**config.mk**
```make
export PLATFORM = sky130hd
export DESIGN_NAME = wb_master_seq
export DESIGN_NICKNAME = d
export VERILOG_FILES = /design/src/rtl/wb_master_pkg.sv /design/src/rtl/wb_timeout_counter.sv /design/src/rtl/wb_master_seq.sv
export SDC_FILE = /design/constraint.sdc
export NUM_CORES = 1
export LEC_CHECK = 0
export ABC_AREA = 1
export CAP_MARGIN = 30
export CORE_MARGIN = 2
export CORE_UTILIZATION = 30
export DETAILED_ROUTE_END_ITERATION = 7
export GPL_ROUTABILITY_DRIVEN = 0
export MAX_ROUTING_LAYER = met4
export PLACE_DENSITY = 0.67
export RECOVER_POWER = 100
export SLEW_MARGIN = 10
export SYNTH_ARGS = -nofsm -noshare
export SYNTH_HDL_FRONTEND = slang
export SYNTH_SLANG_ARGS = --single-unit
```
**constraint.sdc**
```tcl
create_clock -name wb_clk_i -period 2.2 [get_ports wb_clk_i]
set_input_delay 0.44 -clock wb_clk_i [delete_from_list [all_inputs] [get_ports wb_clk_i]]
set_output_delay 0.44 -clock wb_clk_i [all_outputs]
set_load 0.1 [all_outputs]
```
**src/rtl/wb_master_pkg.sv**
```systemverilog
// ---------------------------------------------------------------------------
// wb_master_pkg
// Shared definitions for the single-transaction Wishbone master sequencer:
//   - state_t            : sequencer FSM state encoding
//   - TIMEOUT_CYCLES_DEF : default number of bus cycles to wait for an ack
//   - TMO_CNT_W          : width of the timeout counter (covers 1..255)
// ---------------------------------------------------------------------------
package wb_master_pkg;

  localparam int unsigned TIMEOUT_CYCLES_DEF = 16;
  localparam int unsigned TMO_CNT_W          = 8;

  typedef enum logic [1:0] {
    ST_IDLE = 2'd0,
    ST_BUS  = 2'd1,
    ST_RESP = 2'd2
  } state_t;

endpackage

```
**src/rtl/wb_timeout_counter.sv**
```systemverilog
// ---------------------------------------------------------------------------
// wb_timeout_counter
// Counts bus cycles that ended without an acknowledge.
// Ports:
//   clk, rst_n : clock, asynchronous active-low reset
//   clear      : synchronous clear (held while the master is not on the bus)
//   enable     : count this cycle (bus cycle without ack)
//   expired    : the current bus cycle is the last one allowed before abort
// ---------------------------------------------------------------------------
module wb_timeout_counter
  import wb_master_pkg::*;
#(
  parameter int unsigned LIMIT = TIMEOUT_CYCLES_DEF
) (
  input  logic clk,
  input  logic rst_n,
  input  logic clear,
  input  logic enable,
  output logic expired
);

  // count_r holds the number of completed unacknowledged bus cycles, so when
  // it equals LIMIT-1 the cycle in progress is the LIMIT-th one.
  localparam logic [TMO_CNT_W-1:0] LAST = TMO_CNT_W'(LIMIT - 1);

  logic [TMO_CNT_W-1:0] count_r;

  // Unacknowledged-cycle counter, saturating at LAST so it can never wrap.
  always_ff @(posedge clk or negedge rst_n) begin
    if (!rst_n) begin
      count_r <= {TMO_CNT_W{1'b0}};
    end else if (clear) begin
      count_r <= {TMO_CNT_W{1'b0}};
    end else if (enable && (count_r != LAST)) begin
      count_r <= count_r + TMO_CNT_W'(1);
    end else begin
      count_r <= count_r;
    end
  end

  assign expired = (count_r == LAST);

endmodule

```
**src/rtl/wb_master_seq.sv**
```systemverilog
// ---------------------------------------------------------------------------
// wb_master_seq
// Turns one command (valid/ready) into one classic Wishbone cycle and returns
// one response (valid/ready). At most one transaction is in flight. A cycle
// without ack for TIMEOUT_CYCLES bus cycles is aborted with rsp_err=1.
// Ports:
//   wb_clk_i, wb_rst_ni        : clock, asynchronous active-low reset
//   cmd_valid/ready, cmd_we/adr/dat/sel : command channel
//   rsp_valid/ready, rsp_dat/err        : response channel
//   wbm_cyc_o/stb_o/we_o/sel_o/adr_o/dat_o : registered Wishbone request
//   wbm_ack_i, wbm_dat_i       : Wishbone responder ack and read data
// ---------------------------------------------------------------------------
module wb_master_seq
  import wb_master_pkg::*;
#(
  parameter int unsigned TIMEOUT_CYCLES     = TIMEOUT_CYCLES_DEF,
  parameter logic [31:0] RESP_ON_WRITE_DATA = 32'h0000_0000
) (
  input  logic        wb_clk_i,
  input  logic        wb_rst_ni,
  input  logic        cmd_valid,
  output logic        cmd_ready,
  input  logic        cmd_we,
  input  logic [31:0] cmd_adr,
  input  logic [31:0] cmd_dat,
  input  logic [3:0]  cmd_sel,
  output logic        rsp_valid,
  input  logic        rsp_ready,
  output logic [31:0] rsp_dat,
  output logic        rsp_err,
  output logic        wbm_cyc_o,
  output logic        wbm_stb_o,
  output logic        wbm_we_o,
  output logic [3:0]  wbm_sel_o,
  output logic [31:0] wbm_adr_o,
  output logic [31:0] wbm_dat_o,
  input  logic        wbm_ack_i,
  input  logic [31:0] wbm_dat_i
);

  state_t      state_r, state_s;
  logic        cmd_ready_r, cmd_ready_s;
  logic        cyc_r, cyc_s;
  logic        we_r, we_s;
  logic [3:0]  sel_r, sel_s;
  logic [31:0] adr_r, adr_s;
  logic [31:0] dat_r, dat_s;
  logic        rsp_valid_r, rsp_valid_s;
  logic [31:0] rsp_dat_r, rsp_dat_s;
  logic        rsp_err_r, rsp_err_s;
  logic        cnt_clear_s, cnt_en_s, expired_s;

  wb_timeout_counter #(
    .LIMIT (TIMEOUT_CYCLES)
  ) u_tmo (
    .clk     (wb_clk_i),
    .rst_n   (wb_rst_ni),
    .clear   (cnt_clear_s),
    .enable  (cnt_en_s),
    .expired (expired_s)
  );

  // Next-state and next-output computation; every register holds by default.
  always_comb begin
    state_s     = state_r;
    cyc_s       = cyc_r;
    we_s        = we_r;
    sel_s       = sel_r;
    adr_s       = adr_r;
    dat_s       = dat_r;
    rsp_valid_s = rsp_valid_r;
    rsp_dat_s   = rsp_dat_r;
    rsp_err_s   = rsp_err_r;
    cnt_clear_s = 1'b1;
    cnt_en_s    = 1'b0;
    cmd_ready_s = 1'b0;

    case (state_r)
      ST_IDLE: begin
        // cmd_ready_r gates acceptance so nothing is taken in the first
        // cycle out of reset, before cmd_ready has risen.
        if (cmd_valid && cmd_ready_r) begin
          state_s = ST_BUS;
          cyc_s   = 1'b1;
          we_s    = cmd_we;
          sel_s   = cmd_sel;
          adr_s   = cmd_adr;
          dat_s   = cmd_dat;
        end else begin
          state_s = ST_IDLE;
        end
      end

      ST_BUS: begin
        cnt_clear_s = 1'b0;
        // Ack is checked before expiry so a coincident ack completes normally.
        if (wbm_ack_i) begin
          state_s     = ST_RESP;
          rsp_valid_s = 1'b1;
          rsp_dat_s   = we_r ? RESP_ON_WRITE_DATA : wbm_dat_i;
          rsp_err_s   = 1'b0;
        end else if (expired_s) begin
          state_s     = ST_RESP;
          rsp_valid_s = 1'b1;
          rsp_dat_s   = 32'h0000_0000;
          rsp_err_s   = 1'b1;
        end else begin
          cnt_en_s = 1'b1;
        end
        // Request fields return to zero together with cyc.
        if (state_s != ST_BUS) begin
          cyc_s = 1'b0;
          we_s  = 1'b0;
          sel_s = 4'h0;
          adr_s = 32'h0000_0000;
          dat_s = 32'h0000_0000;
        end else begin
          cyc_s = 1'b1;
        end
      end

      ST_RESP: begin
        if (rsp_ready) begin
          state_s     = ST_IDLE;
          rsp_valid_s = 1'b0;
          rsp_dat_s   = 32'h0000_0000;
          rsp_err_s   = 1'b0;
        end else begin
          state_s = ST_RESP;
        end
      end

      default: begin
        state_s     = ST_IDLE;
        cyc_s       = 1'b0;
        we_s        = 1'b0;
        sel_s       = 4'h0;
        adr_s       = 32'h0000_0000;
        dat_s       = 32'h0000_0000;
        rsp_valid_s = 1'b0;
        rsp_dat_s   = 32'h0000_0000;
        rsp_err_s   = 1'b0;
      end
    endcase

    // Ready is registered from the next state, so it rises the cycle after
    // a response is consumed rather than in the consuming cycle.
    cmd_ready_s = (state_s == ST_IDLE);
  end

  // State and output registers; reset aborts any bus cycle without response.
  always_ff @(posedge wb_clk_i or negedge wb_rst_ni) begin
    if (!wb_rst_ni) begin
      state_r     <= ST_IDLE;
      cmd_ready_r <= 1'b0;
      cyc_r       <= 1'b0;
      we_r        <= 1'b0;
      sel_r       <= 4'h0;
      adr_r       <= 32'h0000_0000;
      dat_r       <= 32'h0000_0000;
      rsp_valid_r <= 1'b0;
      rsp_dat_r   <= 32'h0000_0000;
      rsp_err_r   <= 1'b0;
    end else begin
      state_r     <= state_s;
      cmd_ready_r <= cmd_ready_s;
      cyc_r       <= cyc_s;
      we_r        <= we_s;
      sel_r       <= sel_s;
      adr_r       <= adr_s;
      dat_r       <= dat_s;
      rsp_valid_r <= rsp_valid_s;
      rsp_dat_r   <= rsp_dat_s;
      rsp_err_r   <= rsp_err_s;
    end
  end

  assign cmd_ready = cmd_ready_r;
  assign rsp_valid = rsp_valid_r;
  assign rsp_dat   = rsp_dat_r;
  assign rsp_err   = rsp_err_r;
  assign wbm_cyc_o = cyc_r;
  assign wbm_stb_o = cyc_r;
  assign wbm_we_o  = we_r;
  assign wbm_sel_o = sel_r;
  assign wbm_adr_o = adr_r;
  assign wbm_dat_o = dat_r;

endmodule

```
Word level (Yosys, flattened, before mapping)
Cells that the tools add are included.
W data, S select, Z words.
Storage, ports and cells
  flip-flop bits (word level): 115
  bits of input ports: 106
  output and inout port bits: 106
  logic and storage cells: 67
Operators by class
  add/subtract/negate cells: 1
  eq/ne operators: 10
  multiplexer cells: 36
  bitwise logic cells: 2
  reductions and logical operators: 7
Operators by type and width (number)
  $pmux W32 S3: 3
  $mux W32: 7
  $mux W8: 2
  $mux W1: 12
  $pmux W1 S3: 4
  $pmux W4 S3: 1
  $add A8 B1 Y8 const B: 1
  $eq A8 B4 Y1 const B: 1
  $mux W2: 4
  $mux W4: 2
  $ne A8 B4 Y1 const B: 1
  $ne A2 B2 Y1 const B: 3
  $pmux W2 S3: 1
  $reduce_and A3 Y1: 2
  $logic_not A2 Y1: 2
  $ne A2 B1 Y1 const B: 2
  $ne A3 B3 Y1 const B: 1
  $eq A2 B1 Y1 const B: 1
  $eq A2 B2 Y1 const B: 1
  $logic_and A1 B1 Y1: 2
  $not A1 Y1: 2
  $reduce_and A2 Y1: 1

Longest topological paths before layout
Gate-level depths: netlist (run 1).
  depth in word-level cells: 7
  gate-level depth with buffers: 9
  depth with buffers taken out: 7

Cells and area by module
A second synthesis (run 1) with hierarchy kept.
Unflattened totals
  cells, all modules: 680
  area total of the unflattened synthesis: 5250.0 sq um
By module, submodules not included
  wb_master_seq: times used 1, cells each 612, area an instance 4750.8 sq um, seq. area each 2677.6 sq um
  wb_timeout_counter: times used 1, cells each 68, area an instance 499.2 sq um, seq. area each 200.2 sq um

Least setup slack after synthesis (run 1)
No wires, ideal clock.
  path kind: register to register
  from: reg cmd_ready_r (netlist: cmd_ready)
  to: reg adr_r[22] (netlist: wbm_adr_o[22])
  setup time: 0.122 ns
  data arrival time: 1.700 ns
  data required time: 2.078 ns
  path slack: 0.377 ns
  stages on the path, launching flop included: 8
  path buffers: 2
  clock period less this slack: 1.823 ns
  cell sequence: dfrtp_1 -> nand3_1 -> nand2_1 -> nand2_1 -> buf_4 -> buf_6 -> nand2_1 -> o21ai_2
Between the ends
  cells in the longest elaborated chain, start to end: 3
Ends and longest elaborated chain
  start: declaration: line wb_master_seq.sv:42  | logic cmd_ready_r, cmd_ready_s;
  start signal: assignment: line wb_master_seq.sv:166  | cmd_ready_r <= cmd_ready_s;
  $logic_and A1 B1 Y1: line wb_master_seq.sv:82  | if (cmd_valid && cmd_ready_r) begin
  $ne A2 B2 Y1 (no source line)
  $reduce_and A3 Y1 (no source line)
  end signal: assignment: line wb_master_seq.sv:170  | adr_r <= adr_s;
  end: declaration: line wb_master_seq.sv:46  | logic [31:0] adr_r, adr_s;
No other way between the ends.
A chain may end at the register's enable or synchronous reset.

Worst setup path in the final report (run 1)
  from: reg u_tmo.count_r[0]
  to: reg dat_r[16] (netlist: wbm_dat_o[16])
Between the ends
  cells in the longest elaborated chain, start to end: 7
Ends and longest elaborated chain
  start: declaration: line wb_timeout_counter.sv:26  | logic [TMO_CNT_W-1:0] count_r;
  start signal: assignment: line wb_timeout_counter.sv:31  | count_r <= {TMO_CNT_W{1'b0}};
  start signal: assignment: line wb_timeout_counter.sv:33  | count_r <= {TMO_CNT_W{1'b0}};
  start signal: assignment: line wb_timeout_counter.sv:35  | count_r <= count_r + TMO_CNT_W'(1);
  $eq A8 B4 Y1: line wb_timeout_counter.sv:41  | assign expired = (count_r == LAST);
  $mux W2: line wb_master_seq.sv:102  | end else if (expired_s) begin
  $mux W2: line wb_master_seq.sv:97  | if (wbm_ack_i) begin
  $mux W2: line wb_master_seq.sv:78  | case (state_r)
  $ne A2 B1 Y1: line wb_master_seq.sv:111  | if (state_s != ST_BUS) begin
  $ne A2 B2 Y1 (no source line)
  $reduce_and A3 Y1 (no source line)
  end signal: assignment: line wb_master_seq.sv:171  | dat_r <= dat_s;
  end: declaration: line wb_master_seq.sv:47  | logic [31:0] dat_r, dat_s;
No other way between the ends. The select of a mux whose other input is x is not followed.

==> flow_summary.toml, run 1 <==
[die]
die-width_um = 132.8
die_area_mm2 = 0.01763
ios = 212
dieHeight_um = 132.8
rows = 47
initial_core_util_pct = 30.32
coreArea_mm2 = 0.01641

[flow_run]
maxCapViolCount = 0

[clocking]
cts_tree = "yes"
cts_setup_buffers = 0
clkTransAtPathRegs_ns = 0.05
cts_made_buffers = 17
worstSkewPairLatency_ns = 0.41
cts_buffer_depth = 2
cts_sinks = 115
htreeDepth = 4
ctsHoldBuffers = 1
cts-root-buf = "clkbuf_16"
cts_resized = 0

[grt]
antenna_found_initial = 0
grt_max_degree = 64
grt_remaining_overflow = 0
grt_pass1_wl_mm = 21.07
grt_pass1_vias = 4029
grt_use_total_pct = 15.57

[timing]
setup_viol = 0
grt_setup_unrepaired = "false"
period_minus_slack_ns = 1.890
tightest_slew_ns = 0.8794
skew_ns = 0.007256
maxSlewViolCount = 0
max-slew-margin-rel_pct = 41.37
max_freq_mhz = 529.1
tns_ns = 0
period_share_pct = 85.90
final_hold_viol_count = 0

[logic_synthesis]
synth_top_family_by_area = "simple AND/OR/NAND/NOR gates"
synth_xor_area_share_pct = 0
post_synth.cell_area_avg_um2 = 9.264
ys_seq_area_share_pct = 57.85
syn-num-nets = 644
syn-cell-area_mm2 = 0.004975
yosys_warnings = 0
ys_seq_elements = 115
synth-simple-area-share_pct = 24.25
synth_cells = 537
synth_fa_ha_area_share_pct = 0.2515
synth_compound_area_share_pct = 11.37
synth.area.mux_share_pct = 0
yosysUniqueCellTypes = 20

[routing]
viasPerCell = 4.286
ant_nets = 0
route.detailed.drc = 0
drtIter0Drc = 256
routedWlPerCell_um = 13.34
wl_mm = 13.08
via_count = 4200
drt-pass1-iter-count = 4

[critical_path]
rr_worst_depth = 6
cp-endpoint = "wbm_dat_o[16]"
rr_endpoint = "wbm_dat_o[16]"
critPathKind = "register to register"
cp_data_arrival_time_ns = 2.15
worstPathMaxFanout = 12
cp-end-kind = "register"
crit_path_start_kind = "register"
worst_r2r_startpoint = "u_tmo.count_r[0]"
ff2ff_setup_slack_ns = 0.31
critPathLaunch = "u_tmo.count_r[0]"
cp.required_ns = 2.46

[finish]
fin_cells = 980
diodes = 0
final_cell_mix = "nand2_1, dfrtp_1, clkbuf_2"
syn2layout_area_growth_pct = 44.62
fin_nets = 855
final_common_cell = "nand2_1"
fin_area_mm2 = 0.007194
utilization_pct = 43.85
drive_gt1_share_pct = 20.53

[placed_design]
hpwl_mm = 8.918
port_buffers = 211
dp.cells = 948
placed_area_mm2 = 0.007057

[outcome]
status = "finished clean"

[hold_path]
hp-class = "register to register"
how the worst min path moves through the flow:
| stage | startpoint | endpoint | slack (ns) | cells after the start |
|---|---|---|---|---|
| after floorplan | wb_rst_ni | cmd_ready | 0.14 | 0 |
| after global placement | wb_rst_ni | rsp_dat[1] | 0.42 | 1 |
| after detailed placement | wb_rst_ni | rsp_dat[9] | 0.42 | 1 |
| after CTS | rsp_dat[18] | rsp_dat[18] | 0.47 | 2 |
| after global routing | rsp_dat[17] | rsp_dat[17] | 0.49 | 2 |
| final | rsp_dat[18] | rsp_dat[18] | 0.47 | 2 |
metal layers:
metal,global-route usage (%),part of all wire [%],up-vias
met5,-,0,-
met4,7.646,2.9,0
met3,3.257,4.1,26
li1,-,-,2137
met1,19.93,46,1916
met2,23.49,47,121
through the flow:
stage	hold WS [ns]	setup slack [ns]
finish	0.4656	0.3101
global route	0.4885	0.1024
CTS	0.4731	0.3770
detailed placement	0.4169	0.2255
global placement	0.4167	0.2526
floorplan	0.1444	0.3772
flip-flops by register name, summed over array words and instances, names as in the netlist:
name,count
state_r,2
wbm_we_o,1
rsp_err,1
wbm_adr_o,32
wbm_dat_o,32
rsp_dat,32
rsp_valid,1
cmd_ready,1
wbm_sel_o,4
u_tmo.count_r,8
wbm_cyc_o,1
kinds of logic after synthesis:
group,count (synthesis)
DFF,115
and+or+nand+nor,298
adders and majority gates,1
buffers and inverters,48
AOI/OAI and AO/OA,75
critical path, cell delays in order (launching register included):
cell	delay (ns)
dfrtp_1	0.40
ha_1	0.24
nand3_1	0.12
o21ai_1	0.10
nand2_1	0.32
clkbuf_1	0.39
o21ai_0	0.17
area by class of cell:
type	count	area [um2]
multi-input combinational	374	1624
fill	1686	9213
clock inverter	10	157.7
timing repair buffer	226	1757
sequential	115	2878
inverter	14	52.55
clock buffer	21	450.4
tap	220	275.3
synthesized netlist by cell type:
library cell | n | area, um2
nand2_1 | 231 | 867.1
dfrtp_1 | 115 | 2878
o21ai_2 | 50 | 437.9
nand3_1 | 45 | 225.2
buf_6 | 16 | 180.2
clkbuf_1 | 14 | 52.55
nor2_1 | 13 | 48.80
inv_1 | 12 | 45.04
o21ai_0 | 12 | 60.06
o21ai_1 | 12 | 60.06
nand4_1 | 6 | 37.54
buf_4 | 3 | 22.52
buf_2 | 1 | 5.000
clkinv_1 | 1 | 3.750
ha_1 | 1 | 12.51
inv_2 | 1 | 3.750
nand2_4 | 1 | 11.26
nand3_2 | 1 | 10.01
o21bai_1 | 1 | 7.510
or2_2 | 1 | 6.260
Power of run 1 is not shown: default switching activity piles up to over one toggle a cycle in this logic, so the estimate is an artifact.
==> run 2, diff against run 1 <==
ABC_AREA = not set   (was 1)
CAP_MARGIN = 5   (was 30)
PLACE_DENSITY = 0.66   (was 0.67)
==> run 2 against run 1 <==
Non-clock buffer count is 1 lower. Fmax is 3.9% lower. Global-route usage grew 0.96 points. Critical endpoint is now rsp_dat[3]. Utilization is 0.091 points higher. Flip-flop and latch count unchanged. Setup slack worse by 0.076 ns. Highest routed layer unchanged. Synthesized cell count decreased by 22%. Hold slack better by 0.044 ns. First-iteration DRC count fell by 3.1%. Critical path depth down 2. Die area rose by 8.1%.
==> flow_summary.toml, run 2 <==
[outcome]
status = "finished clean"

[timing]
tightest_slew_ns = 1.072
grt_setup_unrepaired = "false"
period_minus_slack_ns = 1.966
skew_ns = 0.009182
maxSlewViolCount = 0
setup_viol = 0
holdWs_ns = 0.5101
tns_ns = 0
max_freq_mhz = 508.8
period_share_pct = 89.34
max-slew-margin-rel_pct = 28.43
final_hold_viol_count = 0

[grt]
grt_max_degree = 70
grt_pass1_wl_mm = 24.83
antenna_found_initial = 0
grt_pass1_vias = 4721
grt_remaining_overflow = 0
grt_use_total_pct = 16.53

[logic_synthesis]
yosys_warnings = 0
ys.flop_type = "dfrtp_1"
synth_area_leaders = "dfrtp_1, mux2i_1, o2bb2ai_1, a32o_1, a31o_2"
ys_async_sr_fraction_pct = 100.0
ys_seq_area_share_pct = 53.40
post_synth.cell_area_avg_um2 = 12.80
synth_edf_count = 0
ys_seq_elements = 115
synth_cells = 421
synth_top_area_share_pct = 53.40
yosys.area.top_type = "dfrtp_1"
yosysUniqueCellTypes = 39
synth_most_common_cell = "dfrtp_1"
syn-num-nets = 528
syn-cell-area_mm2 = 0.005389
synth_common_cells = "dfrtp_1, mux2i_1, o2bb2ai_1"

[routing]
drt-pass1-iter-count = 7
routedWlPerCell_um = 17.44
wl_mm = 15.05
ant_nets = 0
route.detailed.drc = 0
viasPerCell = 5.229
via_count = 4513
drtIter0Drc = 248

[clocking]
cts_resized = 0
cts_made_buffers = 17
cts_tree = "yes"
cts_sinks = 115
worstSkewPairLatency_ns = 0.41
cts-root-buf = "clkbuf_16"
clkTransAtPathRegs_ns = 0.05
cts_buffer_depth = 2
htreeDepth = 4

[die]
dieHeight_um = 138.0
die-width_um = 138.0
initial_core_util_pct = 30.31
coreArea_mm2 = 0.01778
rows = 49
die_area_mm2 = 0.01905
ios = 212

[hold_path]
worstHoldStart = "wbm_dat_o[24]"
holdPathEnd = "wbm_dat_o[24]"
hold_path_depth = 1
hp-class = "register to register"

[critical_path]
rr_worst_depth = 4
cp-end-kind = "register"
cp_data_arrival_time_ns = 2.26
crit_path_start_kind = "register"
critPathKind = "register to register"
ff2ff_setup_slack_ns = 0.23
cp_slowest_cell = "inv_1"
worst_r2r_startpoint = "state_r[0]"
cp.required_ns = 2.49
rr_endpoint = "rsp_dat[3]"
cpPeakStageDelay_ns = 0.53
crit_chain = "buf_4, inv_1, a32o_1, a31o_2"
cp.buffers_inverters = 2
worstPathMaxFanout = 32
path_delay_family = "buffers and inverters"

[flow_run]
maxCapViolCount = 0

[finish]
multi_input_area_mm2 = 0.002293
final_common_cell = "dfrtp_1"
drive_gt1_share_pct = 29.50
diodes = 0
utilization_pct = 43.94
syn2layout_area_growth_pct = 44.97
fillers = 1695
regArea_mm2 = 0.002879
final_cell_mix = "dfrtp_1, clkbuf_2, clkdlybuf4s50_1"
fin_area_mm2 = 0.007812
fin_nets = 728

[placed_design]
hpwl_mm = 10.46
port_buffers = 211
placed_area_mm2 = 0.007467
run 2: how the worst max path moves through the flow:
stage                           from           to  slack (ns)  depth (start not counted)
after floorplan             wbm_we_o  rsp_dat[10]        0.31                          5
after CTS                 state_r[0]   rsp_dat[3]        0.23                          4
after global placement     wbm_ack_i  rsp_dat[29]      -0.005                          5
final                     state_r[0]   rsp_dat[3]        0.23                          4
after global routing      state_r[0]    cmd_ready        0.07                          5
after detailed placement   wbm_ack_i  rsp_dat[26]       -0.07                          5
run 2: kinds of logic after synthesis:
group                    count (synthesis)  synth area share, %
AO/OA/AOI/OAI                          156                25.24
flip-flops                             115                53.40
multiplexers                            71                13.19
buffers and inverters                   47                4.226
AND/OR/NAND/NOR                         31                3.715
adder cells (fa/ha/maj)                  1               0.2321
run 2: repair_timing:
| item | CTS | global route |
|---|---|---|
| setup buffers | 0 | 0 |
| endpoints found under the hold margin | 30 | 0 |
| hold buffers | 1 | 0 |
run 2: layout make-up:
cell class	count	area share [%]
clock buffer	22	5.942
clock inverter	10	1.986
inverter	3	0.1441
multi-input combinational	259	29.36
sequential	115	36.85
tap	229	3.668
timing repair buffer	225	22.05
run 2: worst reg2reg max path: stages, from the launching register on:
cell     delay [ns]
dfrtp_2        0.36
buf_4          0.32
inv_1          0.53
a32o_1         0.42
a31o_2         0.21
run 2: per-stage QoR:
stage / std cells / setup slack, ns
after floorplan: 421 / 0.3146
after global placement: 830 / -0.004668
after detailed placement: 830 / -0.07009
after CTS: 863 / 0.2330
after global routing: 863 / 0.07250
final: 863 / 0.2344
run 2: routing by layer:
metal | share of wire [%] | global-route usage (%)
met4 | 2.6 | 7.465
met5 | 0 | -
met3 | 5.2 | 3.845
met1 | 42 | 19.80
met2 | 50 | 26.63
Power of run 2 is left out for the same reason.
==> run 3, diff against run 2 <==
DONT_BUFFER_PORTS = 1   (was not set)
PLACE_DENSITY = 0.51   (was 0.66)
==> run 3 against run 2 <==
The flow now finishes with violations (negative hold slack). Sequential share of layout area grew 7.3 points. Clock skew rose by 0.0049 ns. Wire length fell by 10%. Critical path depth down 3. Final cell count fell by 16%. Critical path type is now register to primary output. Highest routed layer unchanged.
==> flow_summary.toml, run 3 (same netlist as run 2, synthesis figures left out) <==
[timing]
max-slew-margin-rel_pct = 28.48
final_hold_viol_count = 115
layout_setup_ws_ns = 0.2437
tns_ns = 0
grt_setup_unrepaired = "false"
holdWs_ns = -0.2805
skew_ns = 0.01412
tightest_slew_ns = 1.072
period_minus_slack_ns = 1.956
period_share_pct = 88.92
maxSlewViolCount = 0
max_freq_mhz = 511.2
setup_viol = 0

[flow_run]
maxCapViolCount = 0

[die]
die-width_um = 138.0
initial_core_util_pct = 30.31
dieHeight_um = 138.0
die_area_mm2 = 0.01905
rows = 49
coreArea_mm2 = 0.01778
ios = 212

[clocking]
cts_made_buffers = 17
cts_tree = "yes"
htreeDepth = 4
clkTransAtPathRegs_ns = 0.06
cts_buffer_depth = 2
worstSkewPairLatency_ns = 0.41
cts_resized = 0
cts_sinks = 115
cts-root-buf = "clkbuf_16"
cts_setup_buffers = 0

[placed_design]
hpwl_mm = 8.782
port_buffers = 0
place_ws_ns = 0.3894
dp.cells = 692

[finish]
fillers = 1767
multi_input_area_mm2 = 0.002293
regArea_mm2 = 0.002880
final_cell_mix = "dfrtp_1, clkbuf_2, mux2i_1"
final_common_cell = "dfrtp_1"
fin_cells = 723
fin_nets = 589
syn2layout_area_growth_pct = 21.17
drive_gt1_share_pct = 30.97
utilization_pct = 36.73
diodes = 0

[grt]
antenna_found_initial = 0
met3_usage_pct = 5.092
grt_remaining_overflow = 0
grt_max_degree = 116
grt_use_met1_pct = 18.30
busiest_layer = "met2"
grt_pass1_wl_mm = 22.71
grt_pass1_vias = 4195
grtUsageMet2_pct = 23.22
grt_use_total_pct = 15.16

[critical_path]
cp.buffers_inverters = 1
crit_path_start_kind = "register"
crit_chain = "buf_2"
cp.required_ns = 1.76
path_delay_family = "buffers and inverters"
worstPathMaxFanout = 3
cp_data_arrival_time_ns = 1.52
cp-end-kind = "primary output"
cp_slowest_cell = "buf_2"
critPathKind = "register to primary output"
cpPeakStageDelay_ns = 0.77

[outcome]
violations = "negative hold slack"
status = "finished, violations left"

[routing]
wl_mm = 13.54
route.detailed.drc = 0
ant_nets = 0
drtIter0Drc = 175
viasPerCell = 5.436
drt-pass1-iter-count = 4
via_count = 3930
routedWlPerCell_um = 18.72

[hold_path]
hp-class = "input port to asynchronous set/reset pin"
## run 3: worst paths after layout
check / start / endpoint / slack (ns) / cells past startpoint
min in group wb_clk_i: cmd_adr[7] / wbm_adr_o[7] / 0.23 / 2
min reg2reg: wbm_adr_o[1] / wbm_adr_o[1] / 0.51 / 1
max reg2reg: u_tmo.count_r[5] / rsp_dat[29] / 0.28 / 4
max: wbm_cyc_o / wbm_stb_o / 0.24 / 1
min: wb_rst_ni / rsp_dat[1] / -0.28 / 0
max in group asynchronous: wb_rst_ni / wbm_cyc_o / 2.24 / 0
## run 3: area by class of cell
cell class	instances	area share (%)
tap	229	4.388
clock buffer	23	7.473
multi-input combinational	259	35.12
clock inverter	8	1.552
timing repair buffer	86	7.185
sequential	115	44.11
inverter	3	0.1724
## run 3: metrics by stage
stage / area (um2) / hold WS, ns
floorplan: 5389 / 0.1444
global placement: 6147 / 0.1470
detailed placement: 6147 / 0.1465
CTS: 6736 / -0.3037
global route: 6530 / -0.3028
finish: 6530 / -0.2805
## run 3: layer usage
layer | wire length [um] | vias to the layer above | share of wire (%)
met1 | 5860 | 1971 | 43
li1 | - | 1798 | -
met2 | 6446 | 140 | 48
met4 | 261 | 0 | 1.9
met3 | 970 | 21 | 7.2
met5 | 0 | - | 0
Power of run 3 is left out for the same reason.
